[src/rtl/apb_master.sv]
// APB3 initiator: turns a single-entry command/response handshake into
// IDLE -> SETUP -> ACCESS bus transfers, with wait-state handling and a stall timeout.
module apb_master #(
    parameter int DATAWIDTH = 32,
    parameter int ADDRWIDTH = 8,
    parameter int TIMEOUT   = 16
) (
    input  logic                 PCLK,
    input  logic                 PRESET,
    input  logic                 cmd_valid,
    output logic                 cmd_ready,
    input  logic                 cmd_write,
    input  logic [ADDRWIDTH-1:0] cmd_addr,
    input  logic [DATAWIDTH-1:0] cmd_wdata,
    output logic                 rsp_valid,
    output logic [DATAWIDTH-1:0] rsp_rdata,
    output logic                 rsp_err,
    output logic                 PSEL,
    output logic                 PENABLE,
    output logic [ADDRWIDTH-1:0] PADDR,
    output logic                 PWRITE,
    output logic [DATAWIDTH-1:0] PWDATA,
    input  logic [DATAWIDTH-1:0] PRDATA,
    input  logic                 PREADY,
    input  logic                 PSLVERR
);

    typedef enum logic [1:0] {
        IDLE   = 2'd0,
        SETUP  = 2'd1,
        ACCESS = 2'd2
    } state_t;

    // Counter only ever needs to reach TIMEOUT-1.
    localparam int CNT_W = (TIMEOUT > 1) ? $clog2(TIMEOUT) : 1;
    localparam logic [CNT_W-1:0] CNT_LAST = (TIMEOUT > 0) ? CNT_W'(TIMEOUT - 1) : '0;

    state_t                 state_q, state_d;
    logic                   psel_q, psel_d;
    logic                   penable_q, penable_d;
    logic                   pwrite_q, pwrite_d;
    logic [ADDRWIDTH-1:0]   paddr_q, paddr_d;
    logic [DATAWIDTH-1:0]   pwdata_q, pwdata_d;
    logic                   rsp_valid_q, rsp_valid_d;
    logic [DATAWIDTH-1:0]   rsp_rdata_q, rsp_rdata_d;
    logic                   rsp_err_q, rsp_err_d;
    logic [CNT_W-1:0]       wait_cnt_q, wait_cnt_d;

    always_ff @(posedge PCLK or posedge PRESET) begin
        if (PRESET) begin
            state_q     <= IDLE;
            psel_q      <= 1'b0;
            penable_q   <= 1'b0;
            pwrite_q    <= 1'b0;
            paddr_q     <= '0;
            pwdata_q    <= '0;
            rsp_valid_q <= 1'b0;
            rsp_rdata_q <= '0;
            rsp_err_q   <= 1'b0;
            wait_cnt_q  <= '0;
        end else begin
            state_q     <= state_d;
            psel_q      <= psel_d;
            penable_q   <= penable_d;
            pwrite_q    <= pwrite_d;
            paddr_q     <= paddr_d;
            pwdata_q    <= pwdata_d;
            rsp_valid_q <= rsp_valid_d;
            rsp_rdata_q <= rsp_rdata_d;
            rsp_err_q   <= rsp_err_d;
            wait_cnt_q  <= wait_cnt_d;
        end
    end

    assign cmd_ready = (state_q == IDLE);

    always_comb begin
        state_d     = state_q;
        psel_d      = psel_q;
        penable_d   = penable_q;
        pwrite_d    = pwrite_q;
        paddr_d     = paddr_q;
        pwdata_d    = pwdata_q;
        rsp_valid_d = 1'b0;
        rsp_rdata_d = rsp_rdata_q;
        rsp_err_d   = rsp_err_q;
        wait_cnt_d  = wait_cnt_q;

        case (state_q)
            IDLE: begin
                psel_d    = 1'b0;
                penable_d = 1'b0;
                if (cmd_valid && cmd_ready) begin
                    pwrite_d = cmd_write;
                    paddr_d  = cmd_addr;
                    // Reads leave the last write data on the bus to avoid toggling.
                    if (cmd_write) begin
                        pwdata_d = cmd_wdata;
                    end
                    psel_d  = 1'b1;
                    state_d = SETUP;
                end
            end

            SETUP: begin
                psel_d     = 1'b1;
                penable_d  = 1'b1;
                wait_cnt_d = '0;
                state_d    = ACCESS;
            end

            ACCESS: begin
                // PREADY is checked first so a same-cycle completion beats the timeout.
                if (PREADY) begin
                    psel_d      = 1'b0;
                    penable_d   = 1'b0;
                    rsp_valid_d = 1'b1;
                    rsp_err_d   = PSLVERR;
                    rsp_rdata_d = pwrite_q ? '0 : PRDATA;
                    state_d     = IDLE;
                end else if ((TIMEOUT != 0) && (wait_cnt_q == CNT_LAST)) begin
                    psel_d      = 1'b0;
                    penable_d   = 1'b0;
                    rsp_valid_d = 1'b1;
                    rsp_err_d   = 1'b1;
                    rsp_rdata_d = '0;
                    state_d     = IDLE;
                end else if (TIMEOUT != 0) begin
                    wait_cnt_d = wait_cnt_q + 1'b1;
                end
            end

            default: begin
                psel_d    = 1'b0;
                penable_d = 1'b0;
                state_d   = IDLE;
            end
        endcase
    end

    assign PSEL      = psel_q;
    assign PENABLE   = penable_q;
    assign PADDR     = paddr_q;
    assign PWRITE    = pwrite_q;
    assign PWDATA    = pwdata_q;
    assign rsp_valid = rsp_valid_q;
    assign rsp_rdata = rsp_rdata_q;
    assign rsp_err   = rsp_err_q;

endmodule

[config.mk]
export PLATFORM = sky130hd
export DESIGN_NAME = apb_master
export DESIGN_NICKNAME = d
export VERILOG_FILES = /design/src/rtl/apb_master.sv
export SDC_FILE = /design/constraint.sdc
export NUM_CORES = 1
export LEC_CHECK = 0
export CAP_MARGIN = 20
export CORE_UTILIZATION = 41
export CTS_CLUSTER_DIAMETER = 50
export DETAILED_ROUTE_END_ITERATION = 12
export PLACE_DENSITY = 0.92
export SLEW_MARGIN = 15
export SYNTH_ARGS = -nofsm -noshare
export SYNTH_HDL_FRONTEND = slang
export SYNTH_SLANG_ARGS = --single-unit
[constraint.sdc]
create_clock -name PCLK -period 3.1 [get_ports PCLK]
set_clock_uncertainty 0.1 [all_clocks]
set_input_delay 0.62 -clock PCLK [delete_from_list [all_inputs] [get_ports PCLK]]
set_output_delay 0.62 -clock PCLK [all_outputs]
set_load 0.02 [all_outputs]
* After elaboration in Yosys (flattened, before gate mapping)
Index checks and enable logic that the tools add are counted.
** Operators by class
- $mul :: 0
- Bitwise gates (word level) :: 0
- Divide/modulo/power cells :: 0
- Shifts and indexed selects :: 0
- Add/subtract/negate cells :: 1
- Reduce and logical (&&, ||, !) cells :: 9
- Magnitude comparators :: 0
- Muxes and demuxes :: 20
- Equality and inequality tests :: 7
** Operator list (number)
- $mux 32 :: 3
- $mux 1 :: 8
- $mux 4 :: 2
- $pmux 4 s2 :: 1
- $mux 2 :: 3
- $pmux 2 s3 :: 1
- $reduce_and 2->1 :: 3
- $reduce_and 3->1 :: 2
- $add 4x1->4 const B :: 1
- $eq 4x4->1 const B :: 1
- $ne 2x2->1 const B :: 2
- $reduce_bool 2->1 :: 2
- $ne 3x3->1 const B :: 1
- $pmux 1 s3 :: 1
- $eq 2x1->1 const B :: 1
- $eq 2x2->1 const B :: 1
- $logic_not 2->1 :: 1
- $ne 2x1->1 const B :: 1
- $pmux 1 s2 :: 1
- $logic_and 1x1->1 :: 1
** Storage, ports and cells
- RAM bits :: 0
- Bits in read-only memories :: 0
- Logic and storage cells :: 47
- Register bits after elaboration :: 83
- Memories kept :: 0
- Bits in latches :: 0
- Input port bits :: 78

* Depth between registers and ports, before layout
Gate-level depths: netlist of the first run.
- Word-level depth :: 4
- Depth in mapped cells :: 5

* Worst setup path before layout of the first run
No wires, ideal clock.
- Path type :: in2reg
- From :: input cmd_valid
- To :: register pwdata_q[0] (netlist: PWDATA[0])
- Arrival time :: 1.473 ns
- Slack :: 1.402 ns
- Cell stages on the path :: 5
- Path buffers :: 2
- Data required time :: 2.875 ns
- Setup time :: 0.125 ns
- Cells stage by stage :: nor3b_2 and2_1 buf_6 buf_6 mux2_4
** Between the ends
- Word-level cells in the longest chain between the ends :: 2
** Ends and longest elaborated chain
- from (decl) :: RTL line 10 : input logic cmd_valid,
- $logic_and 1x1->1 :: RTL line 93 : if (cmd_valid && cmd_ready) begin
- $reduce_and 3->1 (no source line)
- to (signal assigned) :: RTL line 67 : pwdata_q <= pwdata_d;
- to (decl) :: RTL line 43 : logic [DATAWIDTH-1:0] pwdata_q, pwdata_d;
No other way between the ends.
A chain may end at the register's enable or synchronous reset.

* Final worst setup path of the first run
- From :: register state_q[0]
- To :: output cmd_ready
** Between the ends
- Word-level cells in the longest chain between the ends :: 1
** Ends and longest elaborated chain
- from (decl) :: RTL line 38 : state_t state_q, state_d;
- from (signal assigned) :: RTL line 62 : state_q <= state_d;
- $logic_not 2->1 :: RTL line 75 : assign cmd_ready = (state_q == IDLE);
- to (decl) :: RTL line 11 : output logic cmd_ready,
No other way between the ends.

==> results.yml, run 1 <==
final_layout:
  layout-drive-gt1-share: 0.153
  area.growth.synth_to_final_pct: 57.3
  design.final.nets: 446
  finalInstanceArea_um2: 5160
  mostFrequentLayoutCell: "clkdlybuf4s50_1"
  mostFrequentLayoutCells: "clkdlybuf4s50_1 (155), dfrtp_1 (83), a22o_1 (34), mux2_4 (30), mux2_1 (11)"
  insertedDiodeCount: 0
floorplan:
  core.rowCount: 32
  die-area_um2: 8370
  fp.coreArea_um2: 7730
  die-width_um: 91.5
  floorplan.initialDensity: 0.425
  fp.dieH_um: 91.5
  design.portCount: 156
timing:
  fin_tns_setup_ns: 0
  timing.max_slew.rel_slack: 0.581
  setup_violations: 0
  final.period_utilization: 0.766
  clock.fmax_mhz: 421
  drv_slew: 0
  grt_setup_unrepaired: "no"
  worst_slew_pin_slew_ns: 0.627
  final-hold-violation-count: 0
  layout_min_cycle_time_ns: 2.37
route:
  detail_route.wl_per_cell_um: 16.6
  routed-via-count: 2354
  route.antenna.remaining_nets: 0
  detail_route.wirelength_um: 7850
  dr.pass1.iters: 4
  drt_iter0_drc: 62
  drcViolationCount: 0
  vias_per_cell: 4.97
synthesis:
  synth_area_um2: 3280
  synth_cell_type_count: 32
  synth.yosys.seq_area_share: 0.633
  syn_avg_cell_area_um2: 15.6
  synth-seq-cells: 83
  synth-async-reset-ratio: 1.00
  postSynthCellCount: 210
  synth-main-ff-cell: "dfrtp_1"
  yosysWarnings: 0
  synth_fp_nets: 289
  synth-edff-count: 0
clocking:
  cts_max_level: 3
  cts.root.buffer_cell: "clkbuf_8"
  cts_made_buffers: 9
  max-clock-path-buffers: 2
  cts_hold_repair.buffers: 0
  post_cts.resized_instances: 0
  sink_count: 83
  clk_pin_slew_ns: 0.08
  cts_setup_buffers: 0
  tritoncts_clock_tree: "done"
  worst_skew_pair.late_latency_ns: 0.34
critical_path:
  criticalPathCategory: "reg2out"
  timing.critical_path.fanout_max: 12
  crit_required_ns: 2.38
  start_kind: "flop"
  critical_path.endpoint_type: "output port"
  critical_path_arrival_ns: 1.65
pwr:
  power_per_cell_area_nw_per_um2: 996
  power_mw: 5.14
  vdd_ir_drop_max_uv: 522
  cellLeakagePower_nw: 2.23
run_status:
  outcome: "complete, no violations"
grt:
  largest_net_degree_at_the_start_of_global_routing: 84
  grt_pass1_wl_um: 12700
  globalRouteOverflowTotal: 0
  grt_use_total: 0.197
  first_global_vias: 2443
  antenna_found_initial: 0
placed_design:
  io_buffer_count: 155
  dp_hpwl_um: 5630
  place_congestion: 0.826
  detailed_place.area_um2: 4940
worst_hold_path:
  worst_hold_path_type: "reg2reg"
flow_run:
  drv.max_cap_violation_count: 0
-- synthesized netlist by cell type, types with 2 or more instances --
library cell,number,area share
o21ai_1,4,0.0061
a22o_1,34,0.091
nand2_1,5,0.0057
nor2_1,2,0.0023
dfrtp_1,83,0.63
inv_1,3,0.0034
nand3_1,2,0.0030
a31oi_1,2,0.0038
buf_2,8,0.012
mux2_4,30,0.14
a21oi_1,3,0.0046
buf_6,4,0.014
mux2_1,11,0.038
-- final timing paths --
check	from	to	slack, ns	cells past startpoint
max reg2reg	state_q[0]	PWDATA[30]	1.09	4
min in group asynchronous	PRESET	PWDATA[3]	0.59	3
min reg2reg	PADDR[4]	PADDR[4]	0.39	1
min	PADDR[4]	PADDR[4]	0.39	1
max in group asynchronous	PRESET	PADDR[2]	1.97	3
max	state_q[0]	cmd_ready	0.73	2
-- final cells by class --
type	instances	area, µm²
Fill cell	575	2560
Timing Repair Buffer	159	1610
Clock inverter	6	88.8
Tap cell	102	128
Inverter	5	20.0
Clock buffer	10	138
Sequential cell	83	2080
Multi-Input combinational cell	109	1110
-- cell families (layout without fill, tap and decap cells) --
group | after synthesis | count (layout) | synth area share
multiplexers | 41 | 41 | 0.175
AND/OR/NAND/NOR | 18 | 18 | 0.0347
AO/OA/AOI/OAI | 49 | 49 | 0.121
adder cells (fa/ha/maj) | 1 | 1 | 0.00381
buffers and inverters | 18 | 180 | 0.0328
flip-flops | 83 | 83 | 0.633
-- power breakdown --
group,internal (mW),total (mW),switching [mW]
clock,0.476,0.854,0.378
combinational,1.36,2.43,1.07
sequential,1.54,1.86,0.321
total,3.37,5.14,1.77
-- critical path: stages, from the launching register on --
cell and delay [ns]:
dfrtp_1 0.54, nor2_1 0.16, clkdlybuf4s50_1 0.62
-- metal layers --
| metal | vias up | wire [µm] | global-route usage |
|---|---|---|---|
| met5 | - | 0 | 0 |
| met4 | 0 | 157 | 0.0728 |
| met3 | 14 | 685 | 0.0561 |
| met2 | 134 | 3740 | 0.322 |
| met1 | 1123 | 3270 | 0.250 |
| li1 | 1083 | - | - |
-- metrics by stage --
step	instances	hold WS, ns	utilization	setup slack (ns)
after floorplan	210	0.415	-	0.243
after global placement	458	0.367	0.639	0.632
after detailed placement	458	0.378	0.639	0.567
after CTS	474	0.394	0.668	0.711
after global routing	474	0.400	0.668	0.652
final	474	0.388	0.668	0.726
-- flip-flops by register name, summed over array words and instances, names as in the netlist --
register	flops
PADDR	8
state_q	2
rsp_rdata	32
PSEL	1
rsp_err	1
wait_cnt_q	4
PWDATA	32
PWRITE	1
PENABLE	1
rsp_valid	1
No activity file was read; power rests on OpenSTA's default activity.
==> inputs of run 2 (changes only) <==
- CORE_UTILIZATION: 41 -> 37
- PLACE_DENSITY: 0.92 -> 0.89
- clock period: 3.1 -> 2.15 ns (I/O delays scaled with it)
==> run 2 against run 1 <==
- global-route usage decreased by 2.1 points
- worst hold slack better by 0.0058 ns
- flip-flop and latch count unchanged
- utilization decreased by 6.7 points
- clock power increased by 37%
- via count up 1.6%
- combinational power increased by 47%
- largest power group unchanged
==> results.yml, run 2 (synthesized netlist as in run 1, its figures left out) <==
run_status:
  outcome: "complete, no violations"
grt:
  largest_net_degree_at_the_start_of_global_routing: 84
  grt_pass1_wl_um: 12100
  grt_use_total: 0.177
  globalRouteOverflowTotal: 0
  antenna_found_initial: 0
  first_global_vias: 2316
critical_path:
  critical-path-max-stage-delay_ns: 0.64
  critical_path.endpoint_type: "output port"
  critical_path_arrival_ns: 1.42
  r2r_setup_slack_ns: 0.37
  crit_required_ns: 1.62
  critPathTopFamily: "buffers and inverters"
  worstPathBufferInverterCount: 1
  start_kind: "flop"
  timing.critical_path.fanout_max: 3
  cp_slowest_cell: "clkdlybuf4s50_1"
  worstPathCellList: "clkdlybuf4s50_1"
  criticalPathCategory: "reg2out"
final_layout:
  insertedDiodeCount: 0
  design.final.nets: 449
  mostFrequentLayoutCells: "clkdlybuf4s50_1 (154), dfrtp_1 (82), a22o_1 (34), mux2_4 (30), mux2_1 (11)"
  fillerInstances: 684
  mostFrequentLayoutCell: "clkdlybuf4s50_1"
  layout.core_utilization: 0.602
  instances_no_fill: 483
  area.growth.synth_to_final_pct: 58.2
  finalInstanceArea_um2: 5190
  layout-drive-gt1-share: 0.163
route:
  detail_route.wirelength_um: 8340
  detail_route.wl_per_cell_um: 17.3
  drt_iter0_drc: 80
  dr.pass1.iters: 4
  vias_per_cell: 4.95
  route.antenna.remaining_nets: 0
  drcViolationCount: 0
  routed-via-count: 2392
worst_hold_path:
  worst_hold_path_type: "reg2reg"
floorplan:
  fp.dieH_um: 96.2
  die-area_um2: 9250
  floorplan.initialDensity: 0.380
  design.portCount: 156
  fp.coreArea_um2: 8640
  core.rowCount: 34
  die-width_um: 96.2
pwr:
  power_mw: 7.40
  cellLeakagePower_nw: 2.24
  vdd_ir_drop_max_uv: 509
  power_per_cell_area_nw_per_um2: 1420
placed_design:
  io_buffer_count: 155
  place.detailed.instances: 467
  detailed_place.area_um2: 4980
  dp_hpwl_um: 5960
  place_congestion: 0.686
  pre_cts_slack_ns: 0.00496
timing:
  worst_slew_pin_slew_ns: 0.446
  setup_violations: 0
  final.period_utilization: 0.909
  fin_tns_setup_ns: 0
  timing.max_slew.rel_slack: 0.703
  grt_setup_unrepaired: "no"
  layout_min_cycle_time_ns: 1.95
  fin_ws_ns: 0.196
  final-hold-violation-count: 0
  clock.fmax_mhz: 512
  fin_hold_ws_ns: 0.394
  drv_slew: 0
clocking:
  cts_hold_repair.buffers: 0
  tritoncts_clock_tree: "done"
  cts_max_level: 3
  max-clock-path-buffers: 2
  cts_setup_buffers: 0
  sink_count: 83
  clk_pin_slew_ns: 0.09
  cts_made_buffers: 9
  cts.root.buffer_cell: "clkbuf_8"
  worst_skew_pair.late_latency_ns: 0.34
flow_run:
  drv.max_cap_violation_count: 0
[run 2: final cells by class]
cell class | count | area (µm²) | area share
sequential | 83 | 2080 | 0.400
clock inverter | 6 | 71.3 | 0.0137
multi-input combinational | 109 | 1110 | 0.213
inverter | 5 | 22.5 | 0.00434
tap | 108 | 135 | 0.0260
clock buffer | 10 | 138 | 0.0265
timing repair buffer | 162 | 1640 | 0.316
[run 2: path summary, 6_finish.rpt]
| path | start | to | cells past startpoint |
|---|---|---|---|
| max | PWRITE | PWRITE | 1 |
| min reg2reg | PADDR[7] | PADDR[7] | 1 |
| max in group asynchronous | PRESET | state_q[0] | 3 |
| max reg2reg | state_q[0] | PWDATA[30] | 4 |
| min in group asynchronous | PRESET | PWDATA[23] | 3 |
| min | PADDR[7] | PADDR[7] | 1 |
[run 2: where the power goes]
part | total, mW | switching [mW] | leakage (nW) | internal (mW)
logic | 3.58 | 1.59 | 1.12 | 1.99
clock network | 1.17 | 0.590 | 0.0995 | 0.579
registers | 2.65 | 0.423 | 1.03 | 2.22
[run 2: repair_timing]
action	in CTS	in global routing
pin swaps	0	0
setup endpoints to repair	1	1
resized for setup	1	1
[run 2: metal layers]
metal | vias up | GRT usage | wire (µm)
met3 | 11 | 0.0450 | 610
met1 | 1195 | 0.221 | 3440
li1 | 1096 | - | -
met4 | 0 | 0.0609 | 93
met2 | 90 | 0.297 | 4200
met5 | - | 0 | 0
==> inputs of run 3 (changes only) <==
- ABC_CLOCK_PERIOD_IN_PS: unset -> 2150
- CORE_MARGIN: unset -> 10
==> run 3 against run 2 <==
- die area increased by 41%
- via count increased by 0.46%
- routed wire length increased by 14%
- maximum frequency decreased by 0.11%
- first-iteration DRC count increased by 79%
- highest routed layer unchanged
- critical path depth unchanged
- final cell count increased by 0.21%
- worst setup slack got worse by 0.0021 ns
- utilization decreased by 0.40 points
- sequential power about the same
- non-clock buffer count increased by 1
- largest cell class unchanged
- design area decreased by 0.17%
==> results.yml, run 3 (synthesized netlist as in run 1, its figures left out) <==
run_status:
  outcome: "complete, no violations"
final_layout:
  layout-drive-gt1-share: 0.162
  multiInputGateArea_um2: 1110
  seqCellArea_um2: 2080
  insertedDiodeCount: 0
  finalInstanceArea_um2: 5190
  area.growth.synth_to_final_pct: 58.0
  mostFrequentLayoutCell: "clkdlybuf4s50_1"
  fillerInstances: 701
  instances_no_fill: 484
  design.final.nets: 450
  mostFrequentLayoutCells: "clkdlybuf4s50_1 (154), dfrtp_1 (83), a22o_1 (34), mux2_4 (30), mux2_1 (11)"
pwr:
  vdd_ir_drop_max_uv: 685
  power_mw: 7.33
  cellLeakagePower_nw: 2.24
  power_per_cell_area_nw_per_um2: 1410
timing:
  layout_min_cycle_time_ns: 1.96
  worst_slew_pin_slew_ns: 0.428
  timing.max_slew.rel_slack: 0.714
  setup_violations: 0
  grt_setup_unrepaired: "no"
  final.period_utilization: 0.910
  final-hold-violation-count: 0
  drv_slew: 0
  fin_tns_setup_ns: 0
  clock.fmax_mhz: 511
  fin_ws_ns: 0.193
critical_path:
  timing.critical_path.fanout_max: 3
  critPathTopFamily: "buffers and inverters"
  worstPathCellList: "clkdlybuf4s50_1"
  cp_slowest_cell: "clkdlybuf4s50_1"
  critical_path.endpoint_type: "output port"
  worstPathBufferInverterCount: 1
  critical_path_arrival_ns: 1.43
  start_kind: "flop"
  critical-path-max-stage-delay_ns: 0.65
  criticalPathCategory: "reg2out"
  crit_required_ns: 1.62
clocking:
  cts_made_buffers: 9
  worst_skew_pair.late_latency_ns: 0.34
  post_cts.resized_instances: 0
  cts_max_level: 3
  max-clock-path-buffers: 2
  cts_setup_buffers: 0
  tritoncts_clock_tree: "done"
  cts.root.buffer_cell: "clkbuf_8"
  cts_hold_repair.buffers: 0
  sink_count: 83
  clk_pin_slew_ns: 0.08
route:
  route.antenna.remaining_nets: 0
  detail_route.wl_per_cell_um: 19.7
  routed-via-count: 2403
  detail_route.wirelength_um: 9520
  dr.pass1.iters: 5
  drcViolationCount: 0
  drt_iter0_drc: 143
  vias_per_cell: 4.96
placed_design:
  io_buffer_count: 155
  dp_hpwl_um: 7350
  pre_cts_slack_ns: 0.0191
  place_congestion: 0.783
  detailed_place.area_um2: 5000
  place.detailed.instances: 468
floorplan:
  core.rowCount: 34
  floorplan.initialDensity: 0.378
  die-area_um2: 13000
  die-width_um: 114
  fp.dieH_um: 114
  design.portCount: 156
  fp.coreArea_um2: 8680
grt:
  first_global_vias: 2577
  grt_pass1_wl_um: 14700
  grt_use_total: 0.144
  globalRouteOverflowTotal: 0
  largest_net_degree_at_the_start_of_global_routing: 84
  antenna_found_initial: 0
worst_hold_path:
  worst_hold_path_type: "reg2reg"
flow_run:
  drv.max_cap_violation_count: 0
run 3: cell types whose count changed in the layout (fill, tap and decap cells not counted):
cell       previous run  this run
buf_12                3         4
bufinv_16             1         0
clkbuf_8             10         9
clkinv_2              0         1
clkinv_4              1         0
dfrtp_1              82        83
dfrtp_2               1         0
inv_6                 2         3
inv_8                 0         1
run 3: cell type report:
type | instances | area share
clock buffers | 9 | 0.0239
clock inverters | 7 | 0.0111
inverters | 5 | 0.00434
multi-input cells | 109 | 0.213
flip-flops and latches | 83 | 0.400
well taps | 108 | 0.0261
repair buffers | 163 | 0.321
run 3: per-stage QoR:
step | hold slack, ns | util
4_1_cts | 0.397 | 0.597
5_1_grt | 0.411 | 0.598
2_1_floorplan | 0.415 | -
3_5_place_dp | 0.378 | 0.576
6_report | 0.391 | 0.598
3_3_place_gp | 0.367 | 0.576
run 3: worst paths after layout:
path	from	to	slack (ns)	depth (start not counted)
min reg2reg	PWDATA[30]	PWDATA[30]	0.39	1
max reg2reg	wait_cnt_q[0]	wait_cnt_q[1]	0.44	4
min in group asynchronous	PRESET	rsp_rdata[7]	0.46	3
min	PWDATA[30]	PWDATA[30]	0.39	1
max in group asynchronous	PRESET	PWDATA[30]	1.17	3
max	PWRITE	PWRITE	0.19	1
run 3: power by group:
part | internal (mW) | total, mW | switching, mW
combinational | 2.00 | 3.66 | 1.66
sequential | 2.22 | 2.63 | 0.407
clock | 0.438 | 1.04 | 0.600
total | 4.66 | 7.33 | 2.67
run 3: per-layer routing:
layer | vias up | GRT usage | part of all wire
met5 | - | 0 | 0
met4 | 0 | 0.0393 | 0.016
met3 | 12 | 0.0493 | 0.069
met2 | 94 | 0.249 | 0.52
met1 | 1200 | 0.167 | 0.39
li1 | 1097 | - | -
